### src/rtl/wb_master_arbiter_pkg.sv
// Shared Wishbone definitions: bus widths, master indices, cycle/burst type
// encodings and the arbiter state type.
package wbPkg;

    localparam int WB_AW   = 32;
    localparam int WB_DW   = 32;
    localparam int WB_SELW = WB_DW / 8;
    localparam int WB_CTIW = 3;
    localparam int WB_BTEW = 2;

    localparam int WB_NUM_MASTER     = 3;
    localparam int WB_MASTER_DU      = 0;
    localparam int WB_MASTER_CPU     = 1;
    localparam int WB_MASTER_BINLOAD = 2;

    localparam int WB_ARB_TIMEOUT_CYC = 255;

    localparam logic [WB_CTIW-1:0] WB_CTI_CLASSIC      = 3'b000;
    localparam logic [WB_CTIW-1:0] WB_CTI_CONST        = 3'b001;
    localparam logic [WB_CTIW-1:0] WB_CTI_INC_BURST    = 3'b010;
    localparam logic [WB_CTIW-1:0] WB_CTI_END_OF_BURST = 3'b111;

    localparam logic [WB_BTEW-1:0] WB_BTE_LINEAR = 2'b00;
    localparam logic [WB_BTEW-1:0] WB_BTE_WRAP_4 = 2'b01;
    localparam logic [WB_BTEW-1:0] WB_BTE_WRAP_8 = 2'b10;

    typedef enum logic {
        ARB_IDLE,
        ARB_OWNED
    } wbArbState_t;

    // Index width that stays legal for a single-master build.
    function automatic int wb_idx_w(input int n);
        return (n > 1) ? $clog2(n) : 1;
    endfunction

endpackage

### src/rtl/wb_master_arbiter_rr_picker.sv
// Round-robin first-one finder: scans from last_idx+1 upward, wrapping,
// and returns the first requester as one-hot plus its index.
module wb_rr_picker
    import wbPkg::*;
#(
    parameter int NUM_MASTER = WB_NUM_MASTER,
    parameter int IDX_W      = wb_idx_w(NUM_MASTER)
) (
    input  logic [NUM_MASTER-1:0] req,
    input  logic [IDX_W-1:0]      last_idx,
    output logic [NUM_MASTER-1:0] pick,
    output logic [IDX_W-1:0]      pick_idx
);

    logic found;
    int   cand;

    always_comb begin
        pick     = '0;
        pick_idx = '0;
        found    = 1'b0;
        cand     = 0;
        for (int i = 1; i <= NUM_MASTER; i++) begin
            cand = (int'(last_idx) + i) % NUM_MASTER;
            if (!found && req[cand]) begin
                found       = 1'b1;
                pick[cand]  = 1'b1;
                pick_idx    = IDX_W'(cand);
            end
        end
    end

endmodule

### src/rtl/wb_master_arbiter.sv
// Round-robin Wishbone arbiter: locks the bus to one master per cyc, muxes
// its signals onto the shared bus and times out strobes the slave ignores.
module wb_master_arbiter
    import wbPkg::*;
#(
    parameter int NUM_MASTER  = WB_NUM_MASTER,
    parameter int TIMEOUT_CYC = WB_ARB_TIMEOUT_CYC,
    parameter int CNT_W       = $clog2(TIMEOUT_CYC + 1)
) (
    input  logic                          clk_i,
    input  logic                          rstn_i,
    input  logic [NUM_MASTER-1:0]         m_cyc_i,
    input  logic [NUM_MASTER-1:0]         m_stb_i,
    input  logic [NUM_MASTER-1:0]         m_we_i,
    input  logic [NUM_MASTER*WB_AW-1:0]   m_adr_i,
    input  logic [NUM_MASTER*WB_DW-1:0]   m_dat_i,
    input  logic [NUM_MASTER*WB_SELW-1:0] m_sel_i,
    input  logic [NUM_MASTER*WB_CTIW-1:0] m_cti_i,
    input  logic [NUM_MASTER*WB_BTEW-1:0] m_bte_i,
    output logic [NUM_MASTER-1:0]         m_ack_o,
    output logic [NUM_MASTER-1:0]         m_err_o,
    output logic [WB_DW-1:0]              m_dat_o,
    output logic                          s_cyc_o,
    output logic                          s_stb_o,
    output logic                          s_we_o,
    output logic [WB_AW-1:0]              s_adr_o,
    output logic [WB_DW-1:0]              s_dat_o,
    output logic [WB_SELW-1:0]            s_sel_o,
    output logic [WB_CTIW-1:0]            s_cti_o,
    output logic [WB_BTEW-1:0]            s_bte_o,
    input  logic                          s_ack_i,
    input  logic                          s_err_i,
    input  logic [WB_DW-1:0]              s_dat_i,
    output logic [NUM_MASTER-1:0]         gnt_o,
    output logic                          busy_o,
    output logic                          wdt_fire_o
);

    localparam int IDX_W = wb_idx_w(NUM_MASTER);

    wbArbState_t           state_q, state_d;
    logic [NUM_MASTER-1:0] gnt_d, pick;
    logic [IDX_W-1:0]      last_idx, last_idx_d, pick_idx;
    logic [CNT_W-1:0]      wdt_cnt;
    logic                  wdt_pending;

    wb_rr_picker #(
        .NUM_MASTER (NUM_MASTER),
        .IDX_W      (IDX_W)
    ) u_picker (
        .req      (m_cyc_i),
        .last_idx (last_idx),
        .pick     (pick),
        .pick_idx (pick_idx)
    );

    always_ff @(posedge clk_i or negedge rstn_i) begin
        if (!rstn_i) begin
            state_q  <= ARB_IDLE;
            gnt_o    <= '0;
            last_idx <= IDX_W'(NUM_MASTER - 1);
        end else begin
            state_q  <= state_d;
            gnt_o    <= gnt_d;
            last_idx <= last_idx_d;
        end
    end

    // Arbitration only happens from IDLE, so an owner keeps the bus for its whole cyc.
    always_comb begin
        state_d    = state_q;
        gnt_d      = gnt_o;
        last_idx_d = last_idx;
        case (state_q)
            ARB_IDLE: begin
                if (|m_cyc_i) begin
                    state_d    = ARB_OWNED;
                    gnt_d      = pick;
                    last_idx_d = pick_idx;
                end
            end
            ARB_OWNED: begin
                if (!s_cyc_o) begin
                    state_d = ARB_IDLE;
                    gnt_d   = '0;
                end
            end
            default: begin
                state_d = ARB_IDLE;
                gnt_d   = '0;
            end
        endcase
    end

    assign busy_o  = (state_q == ARB_OWNED);
    assign s_cyc_o = |(m_cyc_i & gnt_o);
    assign s_stb_o = s_cyc_o & |(m_stb_i & gnt_o);
    assign s_we_o  = |(m_we_i & gnt_o);
    assign m_dat_o = s_dat_i;
    assign m_ack_o = gnt_o & {NUM_MASTER{s_ack_i & s_stb_o}};
    assign m_err_o = gnt_o & {NUM_MASTER{(s_err_i & s_stb_o) | wdt_fire_o}};

    always_comb begin
        s_adr_o = '0;
        s_dat_o = '0;
        s_sel_o = '0;
        s_cti_o = '0;
        s_bte_o = '0;
        for (int i = 0; i < NUM_MASTER; i++) begin
            if (gnt_o[i]) begin
                s_adr_o = m_adr_i[i*WB_AW   +: WB_AW];
                s_dat_o = m_dat_i[i*WB_DW   +: WB_DW];
                s_sel_o = m_sel_i[i*WB_SELW +: WB_SELW];
                s_cti_o = m_cti_i[i*WB_CTIW +: WB_CTIW];
                s_bte_o = m_bte_i[i*WB_BTEW +: WB_BTEW];
            end
        end
    end

    // The fire cycle itself terminates the strobe, so it restarts the count.
    assign wdt_pending = s_stb_o & ~s_ack_i & ~s_err_i;

    always_ff @(posedge clk_i or negedge rstn_i) begin
        if (!rstn_i) begin
            wdt_cnt    <= '0;
            wdt_fire_o <= 1'b0;
        end else begin
            wdt_fire_o <= 1'b0;
            if (!wdt_pending || wdt_fire_o || state_q == ARB_IDLE) begin
                wdt_cnt <= '0;
            end else if (wdt_cnt == CNT_W'(TIMEOUT_CYC - 1)) begin
                wdt_cnt    <= '0;
                wdt_fire_o <= 1'b1;
            end else begin
                wdt_cnt <= wdt_cnt + CNT_W'(1);
            end
        end
    end

endmodule

### config.mk
export PLATFORM = sky130hd
export DESIGN_NAME = wb_master_arbiter
export DESIGN_NICKNAME = d
export VERILOG_FILES = /design/src/rtl/wb_master_arbiter_pkg.sv /design/src/rtl/wb_master_arbiter_rr_picker.sv /design/src/rtl/wb_master_arbiter.sv
export SDC_FILE = /design/constraint.sdc
export NUM_CORES = 1
export LEC_CHECK = 0
export ABC_AREA = 1
export BUFFER_PORTS_ARGS = -buffer_cell sky130_fd_sc_hd__clkbuf_2
export CORE_AREA = 2 2 148 150
export CTS_CLUSTER_SIZE = 16
export DETAILED_ROUTE_END_ITERATION = 10
export DIE_AREA = 0 0 150 152
export GPL_TIMING_DRIVEN = 0
export PLACE_DENSITY = 0.49
export SETUP_SLACK_MARGIN = 0.05
export SKIP_CTS_REPAIR_TIMING = 1
export SLEW_MARGIN = 20
export SYNTH_ARGS = -nofsm -noshare
export SYNTH_HDL_FRONTEND = slang
export SYNTH_SLANG_ARGS = --single-unit
### constraint.sdc
create_clock -name clk_i -period 2.2 [get_ports clk_i]
set_input_delay 0.33 -clock clk_i [delete_from_list [all_inputs] [get_ports clk_i]]
set_output_delay 0.33 -clock clk_i [all_outputs]
set_load 0.02 [all_outputs]
==> results of run 1 <==
[Yosys cell counts]
| cell type | number | share of area |
|---|---|---|
| a21oi_1 | 1 | 0.0019 |
| nand3_4 | 1 | 0.0066 |
| and3_1 | 1 | 0.0023 |
| nor2_4 | 1 | 0.0042 |
| xnor2_1 | 1 | 0.0033 |
| nand3_1 | 16 | 0.030 |
| dfrtp_1 | 14 | 0.13 |
| buf_4 | 38 | 0.11 |
| clkinv_2 | 1 | 0.0019 |
| inv_1 | 20 | 0.028 |
| inv_2 | 1 | 0.0014 |
| dfstp_2 | 1 | 0.0099 |
| buf_2 | 13 | 0.024 |
| o21ai_1 | 15 | 0.028 |
| nor3_2 | 2 | 0.0075 |
| a22oi_1 | 73 | 0.21 |
| ha_1 | 6 | 0.028 |
| nor3_1 | 2 | 0.0038 |
| buf_1 | 2 | 0.0028 |
| nand2_2 | 2 | 0.0047 |
| nand3b_1 | 1 | 0.0028 |
| xor2_1 | 3 | 0.0099 |
| nand2_1 | 123 | 0.17 |
| nor4_2 | 1 | 0.0047 |
| nand4_1 | 1 | 0.0023 |
| buf_6 | 1 | 0.0042 |
| o21ai_0 | 64 | 0.12 |
| nand3_2 | 1 | 0.0038 |
| a31oi_1 | 2 | 0.0047 |
| nor2_1 | 18 | 0.025 |
| clkbuf_1 | 11 | 0.015 |
[sequential cells by signal, indices dropped and copies added, names as in the netlist]
signal,count
wdt_fire_o,1
last_idx,2
gnt_o,3
busy_o,1
wdt_cnt,8
[per-stage QoR]
step                      cells  cell area, µm²  worst slack, ps
final                      1076            5030             56.0
after global routing       1076            5030             3.43
after detailed placement   1067            4770             -343
after CTS                  1071            4850             -620
after floorplan             437            2670              278
after global placement     1067            4770             -305
[area by class of cell]
| cell class | instances | area share |
|---|---|---|
| clock buffer | 3 | 0.0149 |
| tap | 280 | 0.0697 |
| timing repair buffer | 356 | 0.370 |
| buffer | 64 | 0.0938 |
| multi-input combinational | 335 | 0.359 |
| sequential | 15 | 0.0754 |
| inverter | 22 | 0.0167 |
| clock inverter | 1 | 0.000995 |
[worst max-delay path: cells and delay by family (launching register included)]
family / cells / cell delay, ps
buffers and inverters: 4 / 740
flip-flops: 1 / 390
AO/OA/AOI/OAI: 2 / 320
AND/OR/NAND/NOR: 1 / 120
[kinds of logic after synthesis]
group / after synthesis / share of synthesized area
AND/OR/NAND/NOR: 170 / 0.271
adder cells (fa/ha/maj): 6 / 0.0282
flip-flops: 15 / 0.141
AO/OA/AOI/OAI: 155 / 0.361
buffers and inverters: 87 / 0.185
XOR/XNOR: 4 / 0.0131
[power breakdown]
group	switching (mW)	total, mW	internal [mW]
registers	0.0570	0.390	0.333
clock network	0.111	0.354	0.243
logic	2.94	4.45	1.51
[how the worst min path moves through the flow]
| stage | startpoint | endpoint | slack (ps) | cells after the start |
|---|---|---|---|---|
| floorplan | rstn_i | busy_o$_DFF_PN0_ | 30 | 0 |
| global placement | rstn_i | wdt_cnt[1]$_DFF_PN0_ | 270 | 1 |
| global route | rstn_i | gnt_o[1]$_DFFE_PN0P_ | 20 | 1 |
| finish | rstn_i | last_idx[0]$_DFFE_PN0P_ | -4 | 1 |
| CTS | rstn_i | wdt_cnt[7]$_DFF_PN0_ | 3 | 1 |
| detailed placement | rstn_i | wdt_fire_o$_DFF_PN0_ | 270 | 1 |
[routing by layer]
layer | part of all wire | routed length [µm] | track usage | vias up
met3 | 0.14 | 2760 | 0.0811 | 6
met2 | 0.44 | 8670 | 0.252 | 249
met5 | 0.00066 | 13 | 0 | -
met1 | 0.41 | 8110 | 0.200 | 2044
li1 | - | - | - | 2210
met4 | 0.0016 | 31 | 0.00719 | 2
==> metrics.csv, run 1 <==
stage,metric,value,unit
place,numPortBuffers,350,
final_layout,final_common_cell,clkbuf_2,
detailed_routing,totalWireLength,19.6,mm
logic_synthesis,synth_nets,707,
timing,maxSlewViolCount,0,
critical_path,crit_slowest_cell,dfrtp_1,
final_layout,nNetsFinal,1067,
logic_synthesis,synth-seq-cells,15,
detailed_routing,final_antenna_net_count,0,
timing,rsz0062_at_grt,yes,
detailed_routing,avgRoutedWirePerCell,18.2,µm
critical_path,reg2reg_depth,10,
clock_tree,cts_buffers,3,
power_and_ir_drop,power_density,1030,mW/mm²
critical_path,cp_cell_sequence,buf_6 -> nor2_4 -> buf_12 -> clkbuf_4 -> a22oi_1 -> o21ai_1 -> clkbuf_2,
clock_tree,cts_root_buf,clkbuf_16,
outcome,violations,negative hold slack,
grt,globalRouteOverflowTotal,0,
critical_path,worst-r2r-setup-slack,390,ps
critical_path,crit_fanout,10,
clock_tree,cts_max_level,1,
critical_path,crit_required,1870,ps
logic_synthesis,syn_area_per_cell,6.10,µm²
power_and_ir_drop,power,5.20,mW
timing,fin_skew,4.24,ps
logic_synthesis,ys.warnings.count,0,
timing,slew_headroom,0.612,
floorplan,core_area,0.0214,mm²
final_layout,multi_input_comb_area,0.00181,mm²
timing,hold_ws,-3.74,ps
critical_path,timing.rr.start,last_idx[1]$_DFFE_PN1P_,
critical_path,r2r_end,last_idx[0]$_DFFE_PN0P_,
logic_synthesis,synth_cells,437,
final_layout,utilization,0.236,
critical_path,startpoint_type,register,
logic_synthesis,yosys.cell_types.count,31,
clock_tree,cts_tree,built,
clock_tree,worstSkewPairLatency,250,ps
timing,tightest_slew,581,ps
critical_path,crit_path_start,gnt_o[1]$_DFFE_PN0P_,
detailed_routing,num_vias,4511,
power_and_ir_drop,vdd_drop_max,0.000435,V
timing,finalCritPeriodShare,0.975,
final_layout,ff_latch_area,379,µm²
clock_tree,cts.path.max_buffers,2,
power_and_ir_drop,power.leakage,2.72,nW
timing,tns,0,ps
final_layout,fillers,2476,
logic_synthesis,synthesis.area,0.00267,mm²
detailed_routing,first_iter_violations,246,
grt,grt_pass1_wl,26.8,mm
outcome,outcome,"complete, but fails checks",
logic_synthesis,seq_area_frac_synth,0.141,
place,dp_hpwl,17.0,mm
critical_path,worstSetupPathType,reg -> out,
timing,final-hold-violation-count,10,
detailed_routing,firstDrtPassIters,5,
clock_tree,clkSinkCount,15,
floorplan,pin_count,383,
timing,setup_viol_count_final,0,
grt,grt_util_all_layers,0.158,
final_layout,diodes,0,
place,gp_congestion,0.879,
grt,antenna_found_initial,1,
critical_path,setup.worst_path.end,s_adr_o[13],
timing,fmax,466,MHz
timing,layout_min_cycle_time,2140,ps
hold_path,worst_hold_path_type,in -> async,
critical_path,crit_arrival,1810,ps
flow_run,cap_viol_max_count,0,
critical_path,slowest_delay,390,ps
detailed_routing,vias_per_cell,4.19,
floorplan,die_y,152,µm
final_layout,area_growth,88.7,%
clock_tree,path_clk_slew,50,ps
floorplan,die_x,150,µm
floorplan,die-area,0.0228,mm²
final_layout,final_layout_size_suffix_gt1_frac,0.548,
floorplan,fp-row-count,54,
detailed_routing,drcViolationCount,0,
grt,grt_pass1_vias,4153,
grt,grt_max_degree,16,
critical_path,crit_path_end_kind,output port,
floorplan,start_util,0.125,
final_layout,final_cell_mix,"clkbuf_2 (327), nand2_1 (123), a22oi_1 (73)",
No activity file was read; power rests on OpenSTA's default activity.
==> run 2, diff against run 1 <==
--- a/config.mk
+++ b/config.mk
@@ -5,14 +5,14 @@
 export SDC_FILE = /design/constraint.sdc
 export NUM_CORES = 1
 export LEC_CHECK = 0
-export ABC_AREA = 1
+export ABC_AREA = 0
 export BUFFER_PORTS_ARGS = -buffer_cell sky130_fd_sc_hd__clkbuf_2
-export CORE_AREA = 2 2 148 150
+export CORE_AREA = 2 2 147 149
 export CTS_CLUSTER_SIZE = 16
 export DETAILED_ROUTE_END_ITERATION = 10
-export DIE_AREA = 0 0 150 152
+export DIE_AREA = 0 0 149 151
 export GPL_TIMING_DRIVEN = 0
-export PLACE_DENSITY = 0.49
+export PLACE_DENSITY = 0.5
 export SETUP_SLACK_MARGIN = 0.05
 export SKIP_CTS_REPAIR_TIMING = 1
 export SLEW_MARGIN = 20
==> run 2 against run 1 <==
The flow still finishes with violations (negative hold slack). Setup slack got worse by 38 ps. Utilization rose by 3.1 points. Critical path depth did not move. Design area rose by 10%. Sequential share of layout area fell by 0.70 points. Synthesized cell count fell by 6.9%.
==> metrics.csv, run 2 <==
stage,metric,value,unit,change
critical_path,cp_common_cell,buf_12,,
outcome,outcome,"complete, but fails checks",,
timing,finalCritPeriodShare,0.992,,+0.0173
floorplan,fp-row-count,53,,-1.9%
floorplan,start_util,0.127,,+0.00196
detailed_routing,avgRoutedWirePerCell,16.9,µm,-7.3%
logic_synthesis,ys_top_cells_by_area,"a22oi_1 (20%), o21ai_0 (14%), dfrtp_1 (13%), nand2_1 (12%), buf_4 (9.1%)",,
power_and_ir_drop,power_density,1090,mW/mm²,+5.1%
power_and_ir_drop,p_seq_frac,0.067,,-0.008
detailed_routing,vias_per_cell,4.26,,+1.5%
clock_tree,cts_max_level,1,,unchanged
final_layout,final_common_cell,clkbuf_2,,
clock_tree,cts.path.max_buffers,2,,unchanged
grt,grtUsageMet1,0.176,,-0.0238
power_and_ir_drop,power.leakage,2.78,nW,+2.5%
flow_run,cap_viol_max_count,0,,unchanged
timing,maxSlewViolCount,0,,unchanged
final_layout,fin_area,0.00554,mm²,+10%
clock_tree,path_clk_slew,50,ps,about the same
grt,grt_max_degree,16,,unchanged
place,gp_congestion,0.782,,-11%
detailed_routing,firstDrtPassIters,4,,-1
critical_path,startpoint_type,register,,
timing,rsz0062_at_grt,yes,,
critical_path,crit_slowest_cell,dfrtp_2,,
final_layout,regMostFlops,wdt_cnt,,
grt,grt_use_met3,0.00964,,-0.0714
floorplan,core_area,0.0208,mm²,-2.5%
timing,layout_min_cycle_time,2180,ps,+38.0 ps
critical_path,cp_cell_sequence,buf_12 -> nor2b_4 -> buf_12 -> clkbuf_16 -> a22oi_2 -> o21ai_1 -> buf_4,,
detailed_routing,first_iter_violations,173,,-30%
timing,tns,0,ps,unchanged
grt,globalRouteOverflowTotal,0,,unchanged
floorplan,die_y,151,µm,-0.66%
logic_synthesis,synthArstFlopShare,1.00,,unchanged
logic_synthesis,synth-seq-cells,15,,unchanged
grt,grt_most_used_layer,met2,,
detailed_routing,num_vias,4470,,-0.91%
final_layout,area_growth,110,%,
timing,hold_ws,-8.11,ps,-4.37 ps
power_and_ir_drop,clkPwrFrac,0.059,,-0.009
clock_tree,cts_buffers,3,,unchanged
critical_path,crit_fanout,8,,-2
timing,slew_headroom,0.609,,-0.00350
timing,fmax,458,MHz,-1.7%
final_layout,diodes,0,,unchanged
floorplan,die_x,149,µm,-0.67%
critical_path,crit_arrival,1850,ps,+40 ps
final_layout,nNetsFinal,1046,,-2.0%
outcome,violations,negative hold slack,,
grt,grt_pass1_wl,22.5,mm,-16%
grt,antenna_found_initial,0,,-1
clock_tree,worstSkewPairLatency,250,ps,about the same
critical_path,crit_required,1870,ps,about the same
final_layout,largest_reg_flops,8,,unchanged
logic_synthesis,synth_edf_count,0,,unchanged
critical_path,crit_path_end_kind,output port,,
logic_synthesis,synth_cells,407,,-6.9%
timing,final-hold-violation-count,14,,+4
grt,grt_pass1_vias,3916,,-5.7%
detailed_routing,drcViolationCount,0,,unchanged
clock_tree,cts_root_buf,clkbuf_16,,
logic_synthesis,seq_area_frac_synth,0.143,,+0.00134
clock_tree,cts_tree,built,,
critical_path,worst-r2r-setup-slack,210,ps,-180 ps
grt,grt_util_all_layers,0.128,,-0.0301
logic_synthesis,yosys-top-cells-count,"nand2_1 (83), o21ai_0 (75), a22oi_1 (72)",,
grt,gr-usage-met2,0.224,,-0.0280
logic_synthesis,yosys.area.top_type,a22oi_1,,
logic_synthesis,synthesis.area,0.00264,mm²,-0.94%
power_and_ir_drop,switching_share,0.553,,-0.0444
power_and_ir_drop,pwr-share-comb,0.874,,+0.017
logic_synthesis,ys.warnings.count,0,,unchanged
timing,setup_viol_count_final,0,,unchanged
power_and_ir_drop,power,6.02,mW,+16%
logic_synthesis,synth_ff_type,dfrtp_1,,
timing,tightest_slew,587,ps,+5.25 ps
place,placed_area,0.00473,mm²,-0.87%
final_layout,reg_top3,"wdt_cnt: 8 flops, gnt_o: 3 flops, last_idx: 2 flops",,
logic_synthesis,syn_area_per_cell,6.49,µm²,+6.4%
detailed_routing,final_antenna_net_count,0,,unchanged
place,dp_hpwl,14.1,mm,-17%
power_and_ir_drop,switching_power,3.33,mW,+7.2%
logic_synthesis,synth_most_common_cell,nand2_1,,
power_and_ir_drop,vdd_drop_max,0.000385,V,-12%
logic_synthesis,yosys.cell_types.count,45,,+45%
power_and_ir_drop,cell_internal_pwr,2.69,mW,+29%
hold_path,worst_hold_path_type,in -> async,,
floorplan,pin_count,383,,unchanged
final_layout,fillers,2366,,-4.4%
detailed_routing,totalWireLength,17.7,mm,-9.5%
critical_path,slowest_delay,430,ps,+40 ps
final_layout,final_layout_size_suffix_gt1_frac,0.609,,+0.0613
clock_tree,clkSinkCount,15,,unchanged
floorplan,die-area,0.0225,mm²,-1.3%
logic_synthesis,synth.top_cell.area_share,0.205,,-0.000894
critical_path,worstSetupPathType,reg -> out,,
logic_synthesis,synth_nets,677,,-4.2%
final_layout,final_cell_mix,"clkbuf_2 (286), nand2_1 (83), buf_4 (82)",,
timing,fin_skew,2.96,ps,-1.27 ps
place,numPortBuffers,348,,-0.57%
-- run 2: cell families (layout without fill, tap and decap cells) --
family,Yosys count,in the layout,synth area share
adders and majority gates,6,6,0.0284
DFF,15,15,0.143
xor gates and xnor gates,6,6,0.0199
muxes,4,4,0.0152
AOI/OAI and AO/OA,171,171,0.420
buffers and inverters,77,445,0.163
and+or+nand+nor,128,128,0.211
-- run 2: critical path: cells and delay by family, from the launching register on --
family | cells | cell delay, ps
flip-flops | 1 | 430
buffers and inverters | 4 | 710
AND/OR/NAND/NOR | 1 | 200
AO/OA/AOI/OAI | 2 | 260
-- run 2: cell type report --
cell class / count / area, µm² / area share
Timing Repair Buffer: 364 / 2130 / 0.385
Tap cell: 275 / 344 / 0.0621
Sequential cell: 15 / 379 / 0.0684
Multi-Input combinational cell: 315 / 2030 / 0.366
Inverter: 6 / 22.5 / 0.00406
Clock buffer: 4 / 78.8 / 0.0142
Buffer: 71 / 554 / 0.100
-- run 2: power groups by stage --
stage | Clock, mW | Combinational, mW | Sequential (mW)
2_1_floorplan | 0 | 2.53 | 0.410
3_3_place_gp | 0 | 4.23 | 0.400
3_5_place_dp | 0 | 4.23 | 0.400
4_1_cts | 0.365 | 4.25 | 0.396
5_1_grt | 0.378 | 5.64 | 0.414
6_report | 0.355 | 5.26 | 0.406
-- run 2: routing by layer --
| layer | vias to the layer above | wire length [µm] |
|---|---|---|
| met1 | 2064 | 7450 |
| li1 | 2192 | - |
| met4 | 0 | 95 |
| met2 | 206 | 9080 |
| met3 | 8 | 1100 |
| met5 | - | 0 |
-- run 2: final timing paths --
kind | cells past startpoint | to | start
min | 1 | wdt_cnt[1]$_DFF_PN0_ | rstn_i
min in group clk_i | 4 | wdt_fire_o$_DFF_PN0_ | s_err_i
max reg2reg | 7 | gnt_o[1]$_DFFE_PN0P_ | last_idx[1]$_DFFE_PN1P_
max in group asynchronous | 1 | last_idx[1]$_DFFE_PN1P_ | rstn_i
min reg2reg | 1 | wdt_cnt[0]$_DFF_PN0_ | wdt_cnt[0]$_DFF_PN0_
max | 7 | s_adr_o[1] | gnt_o[1]$_DFFE_PN0P_
-- run 2: stage by stage --
stage                util  setup slack [ps]  std cells
floorplan               -               105        407
global placement    0.227              -771       1030
detailed placement  0.227              -783       1030
CTS                 0.231             -1060       1034
global route        0.266             -47.0       1050
finish              0.266              18.0       1050
